<file path="src/rtl/univ_shift_reg.sv">
// Universal WIDTH-bit register: hold/load/clear/set, single-step shift/rotate,
// and multi-cycle shift/rotate by a programmable count with busy/done handshake.
module univ_shift_reg #(
    parameter int unsigned      WIDTH   = 8,
    parameter int unsigned      CNT_W   = 4,
    parameter logic [WIDTH-1:0] RST_VAL = '0
) (
    input  logic             clk,
    input  logic             rst,
    input  logic [2:0]       mode,
    input  logic             start,
    input  logic             abort,
    input  logic [CNT_W-1:0] shamt,
    input  logic [WIDTH-1:0] d,
    input  logic             sin_l,
    input  logic             sin_r,
    output logic [WIDTH-1:0] q,
    output logic [WIDTH-1:0] qbar,
    output logic             sout_l,
    output logic             sout_r,
    output logic             busy,
    output logic             done
);

    typedef enum logic [2:0] {
        M_HOLD = 3'd0,
        M_LOAD = 3'd1,
        M_SHL  = 3'd2,
        M_SHR  = 3'd3,
        M_ROTL = 3'd4,
        M_ROTR = 3'd5,
        M_CLR  = 3'd6,
        M_SET  = 3'd7
    } mode_t;

    typedef enum logic {
        S_IDLE = 1'b0,
        S_RUN  = 1'b1
    } state_t;

    state_t             r_state, w_state_nx;
    mode_t              r_op, w_op_nx;
    logic [WIDTH-1:0]   r_q, w_q_nx;
    logic [CNT_W-1:0]   r_cnt, w_cnt_nx;
    logic               r_busy, w_busy_nx;
    logic               r_done, w_done_nx;

    mode_t              w_mode;
    logic               w_multi;

    assign w_mode  = mode_t'(mode);
    assign w_multi = (w_mode == M_SHL) || (w_mode == M_SHR) ||
                     (w_mode == M_ROTL) || (w_mode == M_ROTR);

    function automatic logic [WIDTH-1:0] f_apply(
        input mode_t            op,
        input logic [WIDTH-1:0] cur,
        input logic [WIDTH-1:0] din,
        input logic             sl,
        input logic             sr
    );
        case (op)
            M_LOAD:  f_apply = din;
            M_SHL:   f_apply = {cur[WIDTH-2:0], sl};
            M_SHR:   f_apply = {sr, cur[WIDTH-1:1]};
            M_ROTL:  f_apply = {cur[WIDTH-2:0], cur[WIDTH-1]};
            M_ROTR:  f_apply = {cur[0], cur[WIDTH-1:1]};
            M_CLR:   f_apply = '0;
            M_SET:   f_apply = '1;
            default: f_apply = cur;
        endcase
    endfunction

    always_ff @(posedge clk or posedge rst) begin
        if (rst) begin
            r_state <= S_IDLE;
            r_op    <= M_HOLD;
            r_q     <= RST_VAL;
            r_cnt   <= '0;
            r_busy  <= 1'b0;
            r_done  <= 1'b0;
        end else begin
            r_state <= w_state_nx;
            r_op    <= w_op_nx;
            r_q     <= w_q_nx;
            r_cnt   <= w_cnt_nx;
            r_busy  <= w_busy_nx;
            r_done  <= w_done_nx;
        end
    end

    // busy mirrors the next state so it is high exactly while RUN is occupied
    always_comb begin
        w_state_nx = r_state;
        w_op_nx    = r_op;
        w_q_nx     = r_q;
        w_cnt_nx   = r_cnt;
        w_busy_nx  = 1'b0;
        w_done_nx  = 1'b0;
        case (r_state)
            S_IDLE: begin
                if (start && w_multi) begin
                    if (shamt != '0) begin
                        w_op_nx    = w_mode;
                        w_cnt_nx   = shamt;
                        w_state_nx = S_RUN;
                        w_busy_nx  = 1'b1;
                    end else begin
                        w_done_nx  = 1'b1;
                    end
                end else begin
                    w_q_nx = f_apply(w_mode, r_q, d, sin_l, sin_r);
                end
            end
            S_RUN: begin
                if (abort) begin
                    w_state_nx = S_IDLE;
                    w_cnt_nx   = '0;
                end else begin
                    w_q_nx   = f_apply(r_op, r_q, d, sin_l, sin_r);
                    w_cnt_nx = r_cnt - CNT_W'(1);
                    if (r_cnt == CNT_W'(1)) begin
                        w_state_nx = S_IDLE;
                        w_done_nx  = 1'b1;
                    end else begin
                        w_busy_nx  = 1'b1;
                    end
                end
            end
            default: begin
                w_state_nx = S_IDLE;
            end
        endcase
    end

    assign q      = r_q;
    assign qbar   = ~r_q;
    assign sout_l = r_q[WIDTH-1];
    assign sout_r = r_q[0];
    assign busy   = r_busy;
    assign done   = r_done;

endmodule

</file>
<file path="config.mk">
export PLATFORM = sky130hd
export DESIGN_NAME = univ_shift_reg
export DESIGN_NICKNAME = d
export VERILOG_FILES = /design/src/rtl/univ_shift_reg.sv
export SDC_FILE = /design/constraint.sdc
export NUM_CORES = 1
export LEC_CHECK = 0
export CORE_ASPECT_RATIO = 1.25
export CORE_MARGIN = 5
export CORE_UTILIZATION = 25
export DETAILED_ROUTE_END_ITERATION = 7
export HOLD_SLACK_MARGIN = 0.15
export SETUP_SLACK_MARGIN = 0.02
export SLEW_MARGIN = 20
export SYNTH_ARGS = -nofsm -noshare
export SYNTH_HDL_FRONTEND = slang
export SYNTH_SLANG_ARGS = --single-unit
</file>
<file path="constraint.sdc">
create_clock -name clk -period 1.9 [get_ports clk]
set_input_delay 0.38 -clock clk [delete_from_list [all_inputs] [get_ports clk]]
set_output_delay 0.38 -clock clk [all_outputs]
set_load 0.02 [all_outputs]
</file>
==> flow_results.xml <==
<?xml version="1.0" encoding="UTF-8"?>
<metrics>
  <group name="sta">
    <metric name="fin_crit_sh" unit="%">96.1</metric>
    <metric name="timing_max_transition_violations_final" unit="">0</metric>
    <metric name="finalWorstPathRequiredPeriod" unit="ns">1.83</metric>
    <metric name="grt_setup_unrepaired" unit="">yes</metric>
    <metric name="timing_hold_violations_final" unit="">0</metric>
    <metric name="worst_slew_pin_slew" unit="ns">0.425</metric>
    <metric name="maximum_achievable_frequency" unit="MHz">548</metric>
    <metric name="largest_clock_skew_in_the_final_design" unit="ns">0.00115</metric>
    <metric name="max_slew_headroom" unit="%">71.7</metric>
    <metric name="report.final.setup_viol" unit="">0</metric>
  </group>
  <group name="power_and_ir_drop">
    <metric name="switching_power" unit="mW">1.29</metric>
    <metric name="power_report.internal_total" unit="mW">1.54</metric>
    <metric name="power.static_leakage" unit="nW">0.977</metric>
    <metric name="seq_power_share" unit="%">28.7</metric>
    <metric name="ir_drop" unit="mV">0.514</metric>
    <metric name="power_density" unit="nW/um^2">1220</metric>
    <metric name="switching_share" unit="%">45.7</metric>
    <metric name="power.clock.fraction" unit="%">9.5</metric>
    <metric name="p_comb_share" unit="%">61.8</metric>
  </group>
  <group name="global_routing">
    <metric name="largest_net_degree_at_the_start_of_global_routing" unit="">18</metric>
    <metric name="gr-total-overflow" unit="">0</metric>
    <metric name="grt_pass1_vias" unit="">1666</metric>
    <metric name="antenna_found_initial" unit="">0</metric>
    <metric name="wire_length_of_the_first_global_routing_pass" unit="um">8400</metric>
    <metric name="global_route_total_usage_across_every_layer" unit="%">13.1</metric>
  </group>
  <group name="worst_setup_path">
    <metric name="critical_path.max_fanout" unit="">7</metric>
    <metric name="worst-r2r-setup-slack" unit="ns">0.30</metric>
    <metric name="cp_num_buf_inv" unit="">1</metric>
    <metric name="crit_start" unit="">q[1]$_DFFE_PP0P_</metric>
    <metric name="timing.critical_path.max_delay_family" unit="">buffers and inverters</metric>
    <metric name="worst_path_largest_cell_delay" unit="ns">0.67</metric>
    <metric name="r2r_start" unit="">busy$_DFF_PP0_</metric>
    <metric name="critPathCaptureType" unit="">output pin</metric>
    <metric name="critPathKind" unit="">reg -&gt; out</metric>
    <metric name="critPathRequiredTime" unit="ns">1.52</metric>
    <metric name="cell_chain_of_the_critical_path" unit="">clkdlybuf4s50_1</metric>
    <metric name="critical_path_arrival" unit="ns">1.45</metric>
    <metric name="timing.critical_path.from_type" unit="">flop</metric>
    <metric name="worst_path_max_delay_cell" unit="">clkdlybuf4s50_1</metric>
  </group>
  <group name="clock_tree">
    <metric name="clkSlewWorstSetupHoldPaths" unit="ns">0.07</metric>
    <metric name="clk_sink_count" unit="">17</metric>
    <metric name="htree_num_levels" unit="">1</metric>
    <metric name="root_buffer" unit="">clkbuf_8</metric>
    <metric name="holdBufCountCts" unit="">0</metric>
    <metric name="clock_latency" unit="ns">0.25</metric>
    <metric name="cts_tree" unit="">yes</metric>
    <metric name="numCtsBuffers" unit="">3</metric>
    <metric name="cts_setup_buffers" unit="">0</metric>
    <metric name="clock_path_buffers" unit="">2</metric>
  </group>
  <group name="synthesis">
    <metric name="top_area_cell_type_share_of_the_netlist_area" unit="%">26.2</metric>
    <metric name="netlist_area" unit="um^2">1620</metric>
    <metric name="synthesis.yosys.warnings" unit="">0</metric>
    <metric name="most_instantiated_flip_flop_cell_in_the_synthesis_netlist" unit="">dfrtp_1</metric>
    <metric name="synth_seq_area_share" unit="%">26.2</metric>
    <metric name="netlist_top_cells_area" unit="">dfrtp_1, a21oi_1, o21ai_0</metric>
    <metric name="post-synth-top-area-cell" unit="">dfrtp_1</metric>
    <metric name="synth_cells" unit="">200</metric>
    <metric name="ys_types" unit="">45</metric>
    <metric name="post-synth-top-count-cell" unit="">a21oi_1</metric>
    <metric name="yosys_register_bits" unit="">17</metric>
    <metric name="synth-edff-count" unit="">0</metric>
    <metric name="average_size_of_a_mapped_cell" unit="um^2">8.11</metric>
    <metric name="synth_async_sr_flop_share" unit="%">100</metric>
    <metric name="yosys-top-cells-count" unit="">a21oi_1, dfrtp_1, o21ai_0</metric>
    <metric name="postSynthNetCount" unit="">225</metric>
  </group>
  <group name="drt">
    <metric name="ant_nets" unit="">0</metric>
    <metric name="drt_iter0_drc" unit="">90</metric>
    <metric name="detail_route.first_pass.iterations" unit="">4</metric>
    <metric name="wl_per_cell" unit="um">15.3</metric>
    <metric name="routedLengthMet1" unit="um">2240</metric>
    <metric name="dr_wl_met3" unit="um">295</metric>
    <metric name="routed-via-count" unit="">1735</metric>
    <metric name="avgViaCountPerCell" unit="">5.07</metric>
    <metric name="met2_length" unit="um">2630</metric>
    <metric name="maxUsedRoutingLayer" unit="">met4</metric>
    <metric name="detail_route.drc_violations" unit="">0</metric>
    <metric name="route.final.wire_length" unit="um">5220</metric>
  </group>
  <group name="floorplan">
    <metric name="floorplan.die_area" unit="um^2">8210</metric>
    <metric name="initial_core_util" unit="%">26.0</metric>
    <metric name="placementRows" unit="">32</metric>
    <metric name="design.core.area" unit="um^2">6250</metric>
    <metric name="dieWidth" unit="um">82.0</metric>
    <metric name="design.portCount" unit="">41</metric>
    <metric name="die_h" unit="um">100</metric>
  </group>
  <group name="min_path">
    <metric name="worstHoldPathType" unit="">in -&gt; async</metric>
  </group>
  <group name="cells_and_area">
    <metric name="diode_count" unit="">0</metric>
    <metric name="syn2layout_area_growth" unit="%">43.6</metric>
    <metric name="post-route-cell-area" unit="um^2">2330</metric>
    <metric name="final_nets" unit="">283</metric>
    <metric name="finalCoreUtilization" unit="%">37.3</metric>
    <metric name="layout_cell_share_with_drive_strength_beyond_1" unit="%">20.6</metric>
    <metric name="seqCellArea" unit="um^2">425</metric>
    <metric name="footprint_of_the_multi_input_gates" unit="um^2">1030</metric>
    <metric name="num-fill-cells" unit="">682</metric>
  </group>
  <group name="placed_design">
    <metric name="dp.final_hpwl" unit="um">4060</metric>
    <metric name="buffer_ports.inserted" unit="">40</metric>
    <metric name="placed_cell_area" unit="um^2">2260</metric>
    <metric name="routabilityCongestion" unit="">0.865</metric>
  </group>
  <group name="flow_run">
    <metric name="max-cap-violations" unit="">0</metric>
  </group>
  <group name="run_status">
    <metric name="status" unit="">finished, final reports clean</metric>
  </group>
</metrics>
[metrics by stage]
step / hold WS (ns) / setup TNS (ns) / instances / power, mW / setup slack, ns
after floorplan: 0.306 / 0 / 200 / 1.83 / 0.0559
after global placement: 0.532 / -4.01 / 337 / 2.58 / -0.309
after detailed placement: 0.528 / -4.80 / 337 / 2.60 / -0.391
after CTS: 0.439 / 0 / 341 / 2.87 / 0.0269
after global routing: 0.481 / 0 / 342 / 3.06 / 0.0141
final: 0.437 / 0 / 342 / 2.83 / 0.0742
[metal layers]
metal	up-vias	track usage (%)
met5	-	0
met4	0	1.92
met3	7	2.24
met2	59	23.2
met1	827	16.7
li1	842	-
[registers in the layout, summed over array words and instances (netlist names)]
register  flops
r_cnt         4
q             8
done          1
r_op          3
busy          1
[path summary, 6_finish.rpt]
path	endpoint	cells past startpoint
min in group clk	r_cnt[3]$_DFFE_PP0P_	1
max reg2reg	q[1]$_DFFE_PP0P_	5
min	r_cnt[0]$_DFFE_PP0P_	3
max	q[1]	1
min reg2reg	r_cnt[3]$_DFFE_PP0P_	1
max in group asynchronous	q[5]$_DFFE_PP0P_	3
[power by group through the flow]
stage,sequential [mW],combinational (mW),clock (mW)
6_report,0.813,1.75,0.269
5_1_grt,0.863,1.90,0.290
4_1_cts,0.823,1.77,0.275
3_5_place_dp,0.826,1.77,0
3_3_place_gp,0.826,1.75,0
2_1_floorplan,0.805,1.03,0
[logic make-up after synthesis]
group                      share of synthesized area, %
adders and majority gates                          6.17
and+or+nand+nor                                    20.4
buffers and inverters                              11.5
DFF                                                26.2
muxes                                              3.94
AOI/OAI and AO/OA                                  31.8
[layout make-up]
type                       instances  share of cell area (%)
multi-input combinational        148                    44.2
timing repair buffer              72                    28.2
sequential                        17                    18.3
tap                               85                    4.57
inverter                          16                    2.74
clock buffer                       3                    1.77
clock inverter                     1                   0.215
[cell usage in the layout, fill, tap and decap left out, types with 5 or more instances in the layout]
cell type        synthesis  routed
a31oi_1                  6       6
or4_1                    6       6
clkdlybuf4s50_1          0      33
buf_4                    5      29
a311oi_1                 6       6
nor2_1                  10      10
a21o_1                   5       5
a21oi_1                 22      22
o21ai_0                 17      17
dfrtp_1                 17      17
o21a_1                   8       8
inv_1                   16      14
nand2b_1                10      10
maj3_1                   5       5
[timing repair]
item | in CTS | in global routing
resized for setup | 7 | 5
endpoints found under the setup margin | 13 | 8
cloned | 0 | 1
pin swaps | 1 | 1
Note: power is estimated with default switching activity, not from simulation.
==> patch 1: new RTL, config.mk and constraints unchanged <==
The parameter `CNT_W` goes from 4 to 6.
--- a/src/rtl/univ_shift_reg.sv
+++ b/src/rtl/univ_shift_reg.sv
@@ -4,3 +4,3 @@
     parameter int unsigned      WIDTH   = 8,
-    parameter int unsigned      CNT_W   = 4,
+    parameter int unsigned      CNT_W   = 6,
     parameter logic [WIDTH-1:0] RST_VAL = '0
Ports: changed (resized shamt); port bits go from 41 to 43. No check against the original RTL was run, so the function may have changed too.
==> patch 1 against the original RTL <==
  * Worst setup slack better by 23 ps
  * Area after synthesis up 1.2%
  * Critical endpoint is now q[2]
  * Total power up 4.9%
  * Wire length up 8.1%
  * Sequential share of layout area up 2.0 points
  * Cell count up 4.7%
  * Sequential cell count up 2
  * Final area up 1.4%
==> patch 1: results (changes against the original RTL) <==
outcome:
  status: "finished, final reports clean"
setup_path:
  critPathArrivalTime_ps: 1420  # -30 ps
  crit_family: "buffers and inverters"
  r2r_slack_ps: 320  # +20 ps
  slowest_delay_ps: 670  # about the same
  crit_path_top_delay_cell: "clkdlybuf4s50_1"
  crit_path_max_fanout: 8  # +1
global_routing:
  grt.total_usage: 0.140  # +0.00889
  grt_antenna_before_repair: 0  # unchanged
  grt_max_degree: 20  # +2
  grt_pass1_wl_um: 9080  # +8.0%
  grt_pass1_vias: 1815  # +8.9%
place:
  placement.io_buffers: 42  # +5.0%
  globalplace.congestion: 0.911  # +5.3%
  place_inst: 352  # +4.5%
  dp.final_hpwl_um: 4200  # +3.5%
sta:
  finClkSkew_ps: 3.66  # +2.51 ps
  whs_ps: 447  # +10.4 ps
  worstMarginPinSlew_ps: 439  # +13.6 ps
clock_tree:
  cts.htree.levels: 1  # unchanged
  cts_buffers: 3  # unchanged
  clk_pin_slew_ps: 80
  clockRootBuffer: "clkbuf_8"
  clock_latency_ps: 260
  clockBufferDepth: 2  # unchanged
logic_synthesis:
  synth-main-ff-cell: "dfrtp_1"
  async_flop_share: 1.00  # unchanged
  ys_top_cells_by_count: "a21oi_1 (31), nor2_1 (21), dfrtp_1 (19), nand2_1 (17), inv_1 (16)"
  synth.distinct_cells: 41  # -8.9%
  synthCells: 216  # +8.0%
  synth_sequential_area_ratio: 0.290  # +0.0273
  ys_warn_count: 0  # unchanged
  syn-num-nets: 243  # +8.0%
  synth_area_leaders: "dfrtp_1 (29%), a21oi_1 (9.5%), nor2_1 (4.8%)"
drt:
  top_layer: "met4"
  routed_wl_um: 5650  # +8.1%
  wl_met3_um: 255  # -14%
  dr.pass1.iters: 4  # unchanged
  num_vias: 1888  # +8.8%
  dr_wl_met2_um: 2900  # +10%
  vias_per_cell: 5.27  # +4.0%
  wl_met1_um: 2330  # +4.1%
  drtIter0Drc: 95  # +5.6%
power_and_ir_drop:
  total_leakage_power_nw: 0.992  # +1.5%
  worst_ir_drop_vdd_uv: 332  # -35%
finish:
  largest_register_ff_count: 8  # unchanged
  final_nets: 299  # +5.7%
  drive_gt1_frac: 0.151  # -0.0549
  diodes: 0  # unchanged
hold_path:
  hold_path.class: "in2async"
[patch 1: changes by cell type after synthesis, sizes merged, moves of 8 or more]
cell,unedited run,this run
a21oi,23,31
nor2,10,22
nand2,5,17
o21a,8,0
[patch 1: cell type report]
type,count,area (sq um)
Fill cell,703,4120
Multi-Input combinational cell,166,1050
Timing Repair Buffer,66,621
Sequential cell,19,478
Tap cell,87,109
Inverter,16,60.1
Clock buffer,4,45.0
[patch 1: worst min-delay path: cells and delay by family]
kind	cells	cell delay, ps
buffers and inverters	3	710
[patch 1: report_power, final]
part           total [W]  internal, W  switching, W
clock           0.000297     0.000149      0.000148
combinational    0.00184     0.000837       0.00100
sequential      0.000835     0.000568      0.000267
total            0.00297      0.00155       0.00142
[patch 1: per-layer routing]
layer / vias to the layer above / track usage
li1: 913 / -
met1: 906 / 0.165
met3: 13 / 0.0215
met5: - / 0
met2: 56 / 0.246
met4: 0 / 0.0563
[patch 1: cells by family (layout without fill, tap and decap cells)]
group	after synthesis	count (layout)	synth area share
buffers and inverters	32	86	0.0884
AO/OA/AOI/OAI	85	86	0.345
multiplexers	1	1	0.00686
adder cells (fa/ha/maj)	7	7	0.0488
AND/OR/NAND/NOR	72	72	0.221
flip-flops	19	19	0.290
[patch 1: metrics by stage]
stage / power, W / worst slack [ps] / setup TNS [ps] / instance area (sq um)
floorplan: 0.00188 / 145 / 0 / 1640
global placement: 0.00266 / -250 / -3180 / 2260
detailed placement: 0.00267 / -311 / -4100 / 2260
CTS: 0.00299 / 23.1 / 0 / 2330
global route: 0.00319 / 38.5 / 0 / 2360
finish: 0.00297 / 97.7 / 0 / 2360
[patch 1: what timing repair did]
item,CTS,global route
gates cloned,1,0
pin swaps,1,3
buffers inserted,0,1
resized for setup,5,13
endpoints found under the setup margin,11,15
[patch 1: worst paths after layout]
path,end,start,cells past startpoint
min,r_op[1],rst,3
max in group asynchronous,busy,rst,3
min reg2reg,r_cnt[4],r_cnt[4],2
min in group clk,r_cnt[4],r_cnt[4],2
max,q[2],q[2],1
max reg2reg,q[0],r_op[0],5
==> patch 2: new RTL, same settings <==
Without the edit above. Make the reset (`rst`) synchronous in one clocked block.
--- a/src/rtl/univ_shift_reg.sv
+++ b/src/rtl/univ_shift_reg.sv
@@ -73,3 +73,3 @@
 
-    always_ff @(posedge clk or posedge rst) begin
+    always_ff @(posedge clk) begin
         if (rst) begin
Behaviour: differs if rst is asserted again (counterexample within 4 cycles, from zero or initial values and one cycle with rst high); with rst held inactive, the same outputs for 10 cycles.
==> patch 2 against the original RTL <==
  * Register-to-register slack better by 20 ps
  * Area after synthesis is 13% lower
  * Worst setup slack better by 32 ps
  * Clock skew is 6.5 ps higher
  * Wire length is 6.2% lower
  * Sequential cell count stayed put
  * Final area is 8.9% lower
  * Highest routed layer unchanged
Power is not compared: it rests on default switching activity, and its combinational part moved more than twofold at a synthesized area within 25%.
==> patch 2: results (changes against the original RTL) <==
logic_synthesis:
  synth_area_leaders: "dfxtp_1 (24%), nor2_1 (10%), a21oi_1 (9.9%)"
  synthMuxAreaShare: 0.0212  # -0.0182
  syn-num-nets: 229  # +1.8%
  synthCells: 205  # +2.5%
  yosysTopAreaCell: "dfxtp_1"
drt:
  wl_met1_um: 1990  # -12%
  dr_wl_met2_um: 2540  # -3.3%
  wl_per_cell_um: 15.0  # -1.6%
  wl_met3_um: 333  # +13%
  vias_per_cell: 5.28  # +4.1%
setup_path:
  slowest_delay_ps: 470  # -200 ps
  r2r_slack_ps: 320  # +20 ps
  rr_startpoint: "r_op[2]"
  startpoint: "mode[1]"
  crit_path_max_fanout: 3  # -4
  r2r_cells: 6  # +1
  crit_family: "simple AND/OR/NAND/NOR gates"
sta:
  relSlewSlack: 0.739  # +0.0225
  period_needed_ps: 1790  # -32.3 ps
  whs_ps: 487  # +49.5 ps
finish:
  final_nets: 287  # +1.4%
  nFillCells: 589  # -14%
global_routing:
  grtUsageMet2: 0.243  # +0.0109
  grt_pass1_vias: 1685  # +1.1%
  grt.total_usage: 0.134  # +0.00286
  grt_pass1_wl_um: 8090  # -3.8%
outcome:
  status: "finished, final reports clean"
place:
  globalplace.congestion: 0.990  # +15%
  dp.final_hpwl_um: 3700  # -8.8%
  place_ws_ps: -300  # +90.9 ps
  dpl_cell_area_sq_um: 2020  # -11%
  place_inst: 322  # -4.5%
clock_tree:
  cts-resized-gates: 1  # -6
-- patch 2: cell types whose count changed after synthesis, sizes merged, moves of 5 or more --
cell,before,now
dfxtp,0,17
nor3,3,8
o21a,8,0
nor2,10,39
a21oi,23,28
or4,6,0
a31oi,6,1
a211oi,0,6
nand2b,10,3
dfrtp,17,0
a311oi,6,1
maj3,5,0
nand2,5,12
-- patch 2: where the power goes --
| part | switching (W) | internal, W | total, W |
|---|---|---|---|
| clock network | 0.000143 | 0.000146 | 0.000288 |
| registers | 0.0000527 | 0.000391 | 0.000444 |
| logic | 0.000304 | 0.000283 | 0.000587 |
| total | 0.000499 | 0.000820 | 0.00132 |
-- patch 2: area by class of cell --
class / count / area, sq um / area share
clock inverters: 1 / 5.00 / 0.00236
repair buffers: 68 / 611 / 0.288
multi-input cells: 155 / 977 / 0.460
flip-flops and latches: 17 / 340 / 0.160
well taps: 64 / 80.1 / 0.0377
inverters: 18 / 67.6 / 0.0318
clock buffers: 3 / 41.3 / 0.0195
